[src/rtl/ritc_vcdl_phase_scanner.sv]
// Purpose : RITC VCDL fan-out with an automatic IDELAY tap scan of the VCDL loopback.
//           The scan reports the first tap where the majority-sampled feedback level flips.
// Latency : VCDL/vcdl_debug_o are 1 cycle after sync_i. delay_o/load_delay_o are registered,
//           so a load command appears on the cycle after it is accepted.
// Backpressure: none. Commands that arrive while they cannot be serviced are dropped.
//           This covers start or manual load while busy, and abort while idle.
//           A scan stalls in SAMPLE for as long as sync_i is absent.
// Ports:
//   CLK, rst_n_i            clock, asynchronous active-low reset
//   sync_i, en_i            sync strobe and per-channel enables
//   VCDL, vcdl_debug_o      registered VCDL pads and the fabric copy that feeds the IDELAY
//   vcdl_fb_i               delayed loopback returned by the IDELAY
//   delay_o, load_delay_o   IDELAY CNTVALUEIN and LD
//   manual_delay_i/load_i   manual tap load, accepted only while idle
//   scan_start_i/abort_i    scan control inputs
//   scan_busy_o/done_o      scan status outputs
//   scan_found_o/tap_o      result of the last scan
module ritc_vcdl_phase_scanner #(
  parameter int NCH       = 1,
  parameter int TAP_BITS  = 5,
  parameter int SAMP_BITS = 6,
  parameter int SETTLE    = 8,
  parameter int FB_LAT    = 2
) (
  input  logic                CLK,
  input  logic                rst_n_i,
  input  logic                sync_i,
  input  logic [NCH-1:0]      en_i,
  output logic [NCH-1:0]      VCDL,
  output logic                vcdl_debug_o,
  input  logic                vcdl_fb_i,
  output logic [TAP_BITS-1:0] delay_o,
  output logic                load_delay_o,
  input  logic [TAP_BITS-1:0] manual_delay_i,
  input  logic                manual_load_i,
  input  logic                scan_start_i,
  input  logic                scan_abort_i,
  output logic                scan_busy_o,
  output logic                scan_done_o,
  output logic                scan_found_o,
  output logic [TAP_BITS-1:0] scan_tap_o
);

  localparam int CW = SAMP_BITS + 1;
  localparam int SW = $clog2(SETTLE + 1);
  localparam logic [CW-1:0]       NSAMP_LAST  = CW'((2 ** SAMP_BITS) - 1);
  localparam logic [CW-1:0]       HALF        = CW'(2 ** (SAMP_BITS - 1));
  localparam logic [SW-1:0]       SETTLE_LAST = SW'(SETTLE - 1);
  localparam logic [TAP_BITS-1:0] TAP_MAX     = {TAP_BITS{1'b1}};

  typedef enum logic [2:0] {
    S_IDLE,
    S_LOAD,
    S_SETTLE,
    S_SAMPLE,
    S_EVAL,
    S_DONE
  } state_t;

  state_t state_q, state_d;

  logic [NCH-1:0]      vcdl_q, vcdl_d;
  logic                dbg_q, dbg_d;
  logic [FB_LAT-1:0]   sync_sr_q, sync_sr_d;
  logic [TAP_BITS-1:0] delay_q, delay_d;
  logic                load_q, load_d;
  logic                done_q, done_d;
  logic                found_q, found_d;
  logic [TAP_BITS-1:0] scan_tap_q, scan_tap_d;
  logic [TAP_BITS-1:0] saved_q, saved_d;
  logic [TAP_BITS-1:0] tap_q, tap_d;
  logic                prev_q, prev_d;
  logic [CW-1:0]       ones_q, ones_d;
  logic [CW-1:0]       nsamp_q, nsamp_d;
  logic [SW-1:0]       settle_q, settle_d;

  logic strobe;
  logic hi;
  logic go_load;
  logic go_done;

  // The feedback arrives FB_LAT cycles after the sync strobe. This shift register marks that cycle.
  assign strobe = sync_sr_q[FB_LAT-1];
  // Majority decision over the tap's samples. An exact tie counts as high.
  assign hi     = (ones_q >= HALF);

  // Pass-through path. It is independent of the scan FSM.
  always_comb begin
    vcdl_d    = {NCH{sync_i}} & en_i;
    dbg_d     = sync_i & (|en_i);
    sync_sr_d = (sync_sr_q << 1) | FB_LAT'(sync_i);
  end

  // Scan FSM: next state and all registered scan outputs.
  always_comb begin
    state_d    = state_q;
    delay_d    = delay_q;
    load_d     = 1'b0;
    done_d     = 1'b0;
    found_d    = found_q;
    scan_tap_d = scan_tap_q;
    saved_d    = saved_q;
    tap_d      = tap_q;
    prev_d     = prev_q;
    ones_d     = ones_q;
    nsamp_d    = nsamp_q;
    settle_d   = settle_q;
    go_load    = 1'b0;
    go_done    = 1'b0;

    case (state_q)
      S_IDLE: begin
        if (scan_start_i) begin
          // Remember the operating tap so that a failed or aborted scan can restore it.
          saved_d    = delay_q;
          found_d    = 1'b0;
          scan_tap_d = '0;
          ones_d     = '0;
          tap_d      = '0;
          go_load    = 1'b1;
        end else if (manual_load_i) begin
          delay_d = manual_delay_i;
          load_d  = 1'b1;
        end
      end
      S_LOAD: begin
        ones_d   = '0;
        nsamp_d  = '0;
        settle_d = '0;
        state_d  = S_SETTLE;
      end
      S_SETTLE: begin
        // Strobes seen here fall inside the IDELAY settling window, so they are ignored.
        if (settle_q == SETTLE_LAST) begin
          state_d = S_SAMPLE;
        end else begin
          settle_d = settle_q + SW'(1);
        end
      end
      S_SAMPLE: begin
        if (strobe) begin
          nsamp_d = nsamp_q + CW'(1);
          ones_d  = ones_q + CW'(vcdl_fb_i);
          if (nsamp_q == NSAMP_LAST) begin
            state_d = S_EVAL;
          end
        end
      end
      S_EVAL: begin
        if (tap_q == '0) begin
          prev_d  = hi;
          tap_d   = tap_q + TAP_BITS'(1);
          go_load = 1'b1;
        end else if (hi != prev_q) begin
          found_d    = 1'b1;
          scan_tap_d = tap_q;
          go_done    = 1'b1;
        end else begin
          prev_d = hi;
          // Termination is tested before the increment, so tap never wraps.
          if (tap_q == TAP_MAX) begin
            go_done = 1'b1;
          end else begin
            tap_d   = tap_q + TAP_BITS'(1);
            go_load = 1'b1;
          end
        end
      end
      S_DONE: begin
        state_d = S_IDLE;
      end
      default: begin
        state_d = S_IDLE;
      end
    endcase

    // An abort overrides whatever EVAL decided in the same cycle.
    if (scan_abort_i && (state_q inside {S_LOAD, S_SETTLE, S_SAMPLE, S_EVAL})) begin
      found_d    = 1'b0;
      scan_tap_d = scan_tap_q;
      tap_d      = tap_q;
      prev_d     = prev_q;
      go_load    = 1'b0;
      go_done    = 1'b1;
    end

    // The load and done outputs are registered on entry. They are high during the LOAD and DONE cycles.
    if (go_load) begin
      state_d = S_LOAD;
      delay_d = tap_d;
      load_d  = 1'b1;
    end
    if (go_done) begin
      state_d = S_DONE;
      delay_d = found_d ? scan_tap_d : saved_q;
      load_d  = 1'b1;
      done_d  = 1'b1;
    end
  end

  always_ff @(posedge CLK or negedge rst_n_i) begin
    if (!rst_n_i) begin
      state_q    <= S_IDLE;
      vcdl_q     <= '0;
      dbg_q      <= 1'b0;
      sync_sr_q  <= '0;
      delay_q    <= '0;
      load_q     <= 1'b0;
      done_q     <= 1'b0;
      found_q    <= 1'b0;
      scan_tap_q <= '0;
      saved_q    <= '0;
      tap_q      <= '0;
      prev_q     <= 1'b0;
      ones_q     <= '0;
      nsamp_q    <= '0;
      settle_q   <= '0;
    end else begin
      state_q    <= state_d;
      vcdl_q     <= vcdl_d;
      dbg_q      <= dbg_d;
      sync_sr_q  <= sync_sr_d;
      delay_q    <= delay_d;
      load_q     <= load_d;
      done_q     <= done_d;
      found_q    <= found_d;
      scan_tap_q <= scan_tap_d;
      saved_q    <= saved_d;
      tap_q      <= tap_d;
      prev_q     <= prev_d;
      ones_q     <= ones_d;
      nsamp_q    <= nsamp_d;
      settle_q   <= settle_d;
    end
  end

  assign VCDL         = vcdl_q;
  assign vcdl_debug_o = dbg_q;
  assign delay_o      = delay_q;
  assign load_delay_o = load_q;
  assign scan_busy_o  = (state_q != S_IDLE);
  assign scan_done_o  = done_q;
  assign scan_found_o = found_q;
  assign scan_tap_o   = scan_tap_q;

endmodule

[config.mk]
export PLATFORM = sky130hd
export DESIGN_NAME = ritc_vcdl_phase_scanner
export DESIGN_NICKNAME = d
export VERILOG_FILES = /design/src/rtl/ritc_vcdl_phase_scanner.sv
export SDC_FILE = /design/constraint.sdc
export NUM_CORES = 1
export LEC_CHECK = 0
export ABC_AREA = 1
export BUFFER_PORTS_ARGS = -buffer_cell sky130_fd_sc_hd__buf_2
export CAP_MARGIN = 20
export CORE_MARGIN = 3
export CORE_UTILIZATION = 35
export CTS_CLUSTER_SIZE = 16
export DETAILED_ROUTE_END_ITERATION = 7
export GPL_ROUTABILITY_DRIVEN = 0
export PLACE_DENSITY = 0.58
export SETUP_SLACK_MARGIN = 0.2
export SLEW_MARGIN = 5
export SYNTH_ARGS = -nofsm -noshare
export SYNTH_HDL_FRONTEND = slang
export SYNTH_SLANG_ARGS = --single-unit
[constraint.sdc]
create_clock -name CLK -period 4.9 [get_ports CLK]
set_input_delay 0.245 -clock CLK [delete_from_list [all_inputs] [get_ports CLK]]
set_output_delay 0.245 -clock CLK [all_outputs]
set_load 0.05 [all_outputs]
# ---- Word level (Yosys, flattened, before mapping)
# Cells that the tools add are included.
# Widths: inputs -> output; s select.
dict set report classes {
  n_eq_ne 17
  add_sub_neg 4
  n_reduce_logical 18
  order_cmp 1
  mux 54
  n_bitwise 3
}
# operator n
set op_table {}
lappend op_table {{$mux 5} 15}
lappend op_table {{$mux 1} 22}
lappend op_table {{$mux 7} 3}
lappend op_table {{$pmux 7 s3} 1}
lappend op_table {{$pmux 5 s2} 2}
lappend op_table {{$mux 3} 5}
lappend op_table {{$pmux 7 s2} 1}
lappend op_table {{$ne 4x4->1 const B} 3}
lappend op_table {{$pmux 3 s4} 1}
lappend op_table {{$reduce_bool 3->1} 4}
lappend op_table {{$reduce_and 3->1} 3}
lappend op_table {{$ne 2x2->1 const B} 4}
lappend op_table {{$pmux 4 s2} 1}
lappend op_table {{$add 7x1->7} 1}
lappend op_table {{$add 7x1->7 const B} 1}
lappend op_table {{$eq 7x6->1 const B} 1}
lappend op_table {{$ge 7x6->1 const B} 1}
lappend op_table {{$eq 3x2->1 const B} 2}
lappend op_table {{$ne 3x1->1 const B} 2}
lappend op_table {{$reduce_and 2->1} 3}
lappend op_table {{$add 5x1->5 const B} 1}
lappend op_table {{$eq 5x5->1 const B} 1}
lappend op_table {{$logic_not 5->1} 1}
lappend op_table {{$add 4x1->4 const B} 1}
lappend op_table {{other kinds (15)} 17}
dict set report word_totals {
  reg_bits 48
  elab_cells 111
  inputBits 13
  output_inout_bits 16
}

# ---- Depth between registers and ports, before layout
dict set report logic_depth {
  ltp_word 8
  mapped_depth 15
  depth_no_buf 15
}

# ---- Worst setup path before layout
# OpenSTA, ideal clock, no wires.
dict set report synth_timing {
  kind {register to register}
  start {reg tap_q[0]}
  end {reg delay_q[0] (netlist: delay_o[0])}
  path_stages_with_launch 14
  setup_time_ps 119
  slack_ps 3102
  t_required_ps 4781
  path_buffers 0
  t_arrival_ps 1680
  synth_period_minus_slack_ps 1798
  path_cell_list {dfrtp_1 > ha_1 > nand3_1 > inv_1 > ha_1 > nand3b_1 > nand3_2 > nand2_1 > nand2_1 > inv_2 > nand2_4 > nand2_1 > a21oi_1 > nor2_1}
}
dict set report synth_via {
  elab_chain_cells 8
  elab_cells_between_ends 33
  classes_between {add/sub (1); eq/ne (2); mux (26); reduce/logical (4)}
}
# item line_no
set synth_rtl {}
lappend synth_rtl {{start: declaration} 71} ;# logic [TAP_BITS-1:0] tap_q, tap_d;
lappend synth_rtl {{start signal: assignment} 229} ;# tap_q <= tap_d;
lappend synth_rtl {{$add 5x1->5 / $eq 5x5->1 (equally long branches)} {152, 164, 161}}
lappend synth_rtl {{$mux 5 / $mux 1 (equally long branches)} 161} ;# if (tap_q == TAP_MAX) begin
lappend synth_rtl {{$mux 5 / $mux 1 (equally long branches)} 154} ;# end else if (hi != prev_q) begin
lappend synth_rtl {{$mux 5 / $mux 1 (equally long branches)} 150} ;# if (tap_q == '0) begin
lappend synth_rtl {{$pmux 5 s2, or another cell as far along} 111} ;# case (state_q)
lappend synth_rtl {{$mux 5 / $mux 1 (equally long branches)} 178} ;# if (scan_abort_i && (state_q inside {S_LOAD, S_SETTLE, S_SAMPLE, S_EVAL})) begin
lappend synth_rtl {{$mux 5, or another cell as far along} 188} ;# if (go_load) begin
lappend synth_rtl {{$mux 5 / $reduce_and 3->1 (equally long branches)} n/a}
lappend synth_rtl {{end signal: assignment} 223} ;# delay_q <= delay_d;
lappend synth_rtl {{end: declaration} 65} ;# logic [TAP_BITS-1:0] delay_q, delay_d;
# Parallel ways exist; a longest one is shown, timed or not.
# A chain may end at the register's enable or synchronous reset.

# ---- Final worst setup path
dict set report layout_timing {
  start {reg state_q[0]}
  end {reg delay_q[4] (netlist: delay_o[4])}
}
dict set report layout_via {
  elab_chain_cells 6
  elab_cells_between_ends 24
  classes_between {eq/ne (5); mux (13); reduce/logical (6)}
}
# item line_no
set layout_rtl {}
lappend layout_rtl {{start: declaration} 60} ;# state_t state_q, state_d;
lappend layout_rtl {{start signal: assignment} 219} ;# state_q <= state_d;
lappend layout_rtl {{$eq 3x1->1, or another cell as far along} 178}
lappend layout_rtl {{$reduce_bool 4->1} 178}
lappend layout_rtl {{$logic_and 1x1->1} 178}
lappend layout_rtl {{$mux 1 / $mux 5 (equally long branches)} 178}
lappend layout_rtl {{$ne 3x1->1 (no source line), or another cell as far along} n/a}
lappend layout_rtl {{$reduce_and 3->1 (no source line) / $mux 5 (equally long branches)} n/a}
# Parallel ways exist; a longest one is shown, timed or not.

==> flow_metrics.env <==
export IMPL_grtUsageTotal_pct=15.4
export IMPL_io_pins=29
export IMPL_worstPathRequired_ns=5.10
export IMPL_clock_latency_ns=0.30
export IMPL_skew_ns=0.0132
export IMPL_finalHoldViolCount=0
export IMPL_dieHeight_um=93.3
export IMPL_r2r_start="state_q[0]"
export IMPL_use_met2_pct=24.8
export IMPL_synth_avg_cell_area_sq_um=7.45
export IMPL_tightest_slew_ns=0.632
export IMPL_worstRegToRegCells=12
export IMPL_initial_core_util_pct=36.4
export IMPL_met1_usage_pct=21.1
export IMPL_power_share_sequential_pct=34.7
export IMPL_wl_per_cell_um=12.3
export IMPL_synth_net_count=379
export IMPL_dieArea_sq_um=8710
export IMPL_setup_worst_path_end_class="register"
export IMPL_cts_resized=0
export IMPL_numPortBuffers=28
export IMPL_grt_max_degree=49
export IMPL_fillerInstances=738
export IMPL_post_synth_top_count_cell="nand2_1"
export IMPL_fp_row_count=31
export IMPL_synth_cell_types=32
export IMPL_clock_sinks=48
export IMPL_cp_slowest_cell="dfrtp_1"
export IMPL_r2r_end="delay_o[4]"
export IMPL_p_int_mw=0.877
export IMPL_cts_root_buf="clkbuf_8"
export IMPL_relSlewSlack_pct=57.9
export IMPL_switching_power_mw=0.835
export IMPL_synth_top_cells_by_count="120 x nand2_1, 48 x dfrtp_1, 47 x inv_1"
export IMPL_grt_pass1_wl_mm=10.6
export IMPL_core_area_sq_um=7330
export IMPL_drc=0
export IMPL_synth_seq_area_share_pct=45.0
export IMPL_vias=2305
export IMPL_synth_warnings=0
export IMPL_synth_seq_cells=48
export IMPL_post_cts_buffers=0
export IMPL_synth_edf_count=0
export IMPL_crit_path_start_kind="register"
export IMPL_via_per_inst=4.70
export IMPL_numCtsBuffers=5
export IMPL_clk_path_buf_depth=2
export IMPL_die_width_um=93.3
export IMPL_antenna_found_initial=0
export IMPL_period_needed_ns=2.19
export IMPL_ir_worst_vdd_v=0.000297
export IMPL_final_setup_viol_count=0
export IMPL_crit_top_cell="nand2_1"
export IMPL_status="completed"
export IMPL_diodes=0
export IMPL_pwr_share_comb_pct=48.5
export IMPL_drtIter0Drc=135
export IMPL_rsz0062_at_grt="false"
export IMPL_synth_area_leader_cell="dfrtp_1"
export IMPL_antenna_left=0
export IMPL_use_met3_pct=2.82
export IMPL_final_cells=490
export IMPL_busiest_layer="met2"
export IMPL_clkPwrFrac_pct=16.9
export IMPL_async_flop_share_pct=100
export IMPL_critical_path_arrival_ns=2.39
export IMPL_seqCellArea_sq_um=1200
export IMPL_grt_overflow_total=0
export IMPL_hold_path_class="in2async"
export IMPL_h_tree_depth=2
export IMPL_routed_wl_mm=6.03
export IMPL_crit_fanout=12
export IMPL_crit_type="reg2reg"
export IMPL_setup_tns_final_ns=0
export IMPL_synth_flop_cell="dfrtp_1"
export IMPL_dr_pass1_iters=4
export IMPL_power_per_cell_area_nw_per_um2=566
export IMPL_clkTransAtPathRegs_ns=0.10
export IMPL_drive_gt1_share_pct=16.1
export IMPL_critical_path_max_stage_delay_ns=0.47
export IMPL_cts_tree="built"
export IMPL_period_share_pct=44.6
export IMPL_grt_pass1_vias=2280
export IMPL_synth_area_top_cells="dfrtp_1 45%, nand2_1 17%, inv_1 6.6%"
export IMPL_multiInputGateArea_sq_um=1230
export IMPL_place_inst=482
export IMPL_netlist_instances=358
export IMPL_synth_top_cell_area_share_pct=45.0
export IMPL_switching_share_pct=48.8
export IMPL_p_leak_nw=1.63
export IMPL_crit_chain="nor2_4, nand2_1, nor2_2, inv_2, nand2_1, nand2_1, inv_1, nand3_1, nand2_1, o21ai_1, nand2_1, nand2_1"
export IMPL_drv_cap=0
export IMPL_ctsHoldBuffers=0
export IMPL_fmax_mhz=457
export IMPL_dpl_hpwl_mm=4.65
export IMPL_rrSetupSlack_ns=2.71
export IMPL_mappedNetlistArea_sq_um=2670
export IMPL_area_delta_synth_final_pct=13.5
export IMPL_nets=411
export IMPL_drv_slew=0
[critical path, delay by kind of cell (launching register included)]
kind | cells | cell delay [ns]
flip-flops | 1 | 0.47
AO/OA/AOI/OAI | 1 | 0.07
buffers and inverters | 2 | 0.24
AND/OR/NAND/NOR | 9 | 1.31
[worst max path at each step]
stage / from / end
after floorplan: tap_q[0] / delay_o[0]
after global placement: state_q[0] / delay_o[4]
after detailed placement: state_q[0] / delay_o[4]
after CTS: state_q[0] / delay_o[4]
after global routing: state_q[0] / delay_o[4]
final: state_q[0] / delay_o[4]
[power groups by stage]
stage	sequential (mW)	combinational [mW]	clock, mW
after floorplan	0.696	0.535	0
after global placement	0.601	0.827	0
after detailed placement	0.601	0.833	0
after CTS	0.594	0.836	0.297
after global routing	0.609	0.951	0.315
final	0.594	0.830	0.289
[registers in the layout, indices dropped and copies added (netlist names)]
| register | flops |
|---|---|
| nsamp_q | 7 |
| ones_q | 7 |
| delay_o | 5 |
| saved_q | 5 |
| scan_tap_o | 5 |
| tap_q | 5 |
| settle_q | 4 |
| state_q | 3 |
| sync_sr_q | 2 |
| load_delay_o | 1 |
| prev_q | 1 |
| scan_done_o | 1 |
| scan_found_o | 1 |
| vcdl_debug_o | 1 |
[cell families after synthesis]
kind of cell	share of synthesized area, %
AND/OR/NAND/NOR	32.3
buffers and inverters	8.81
flip-flops	45.0
adder cells (fa/ha/maj)	3.75
XOR/XNOR	0.656
AO/OA/AOI/OAI	9.52
[metrics by stage]
stage / cell area [sq um] / hold slack, ns / setup slack, ns / total power, mW / util [%]
6_report: 3030 / 0.0352 / 2.71 / 1.71 / 41.3
5_1_grt: 3030 / 0.0513 / 2.43 / 1.87 / 41.3
4_1_cts: 3030 / 0.0510 / 2.70 / 1.73 / 41.3
3_5_place_dp: 2920 / 0.344 / 2.73 / 1.43 / 39.8
3_3_place_gp: 2920 / 0.337 / 2.70 / 1.43 / 39.8
2_1_floorplan: 2670 / -0.0506 / 3.10 / 1.23 / -
[routing by layer]
| layer | up-vias | part of all wire, % |
|---|---|---|
| met1 | 1072 | 48 |
| met3 | 2 | 4.0 |
| met2 | 42 | 47 |
| met4 | 0 | 0.83 |
| met5 | - | 0 |
| li1 | 1189 | - |
[placed cells by master (no fill, tap or decap), drive strengths merged]
cell type,count
bufinv,1
ha,8
and3,1
nand2,125
o211ai,1
xnor2,1
nand3b,2
a21oi,14
o31ai,2
nor2,28
nand3,23
o21a,1
a22o,1
nor3b,2
o21ai,29
clkbuf,5
buf,29
nand4,2
nor3,9
inv,55
clkinvlp,1
dfrtp,48
xor2,1
clkinv,2
[layout make-up]
type	instances	area share [%]
inverter	56	6.98
sequential	48	39.7
clock inverter	3	1.40
tap	99	4.09
clock buffer	5	2.27
multi-input combinational	250	40.7
timing repair buffer	29	4.88
No activity file was read; power rests on OpenSTA's default activity.
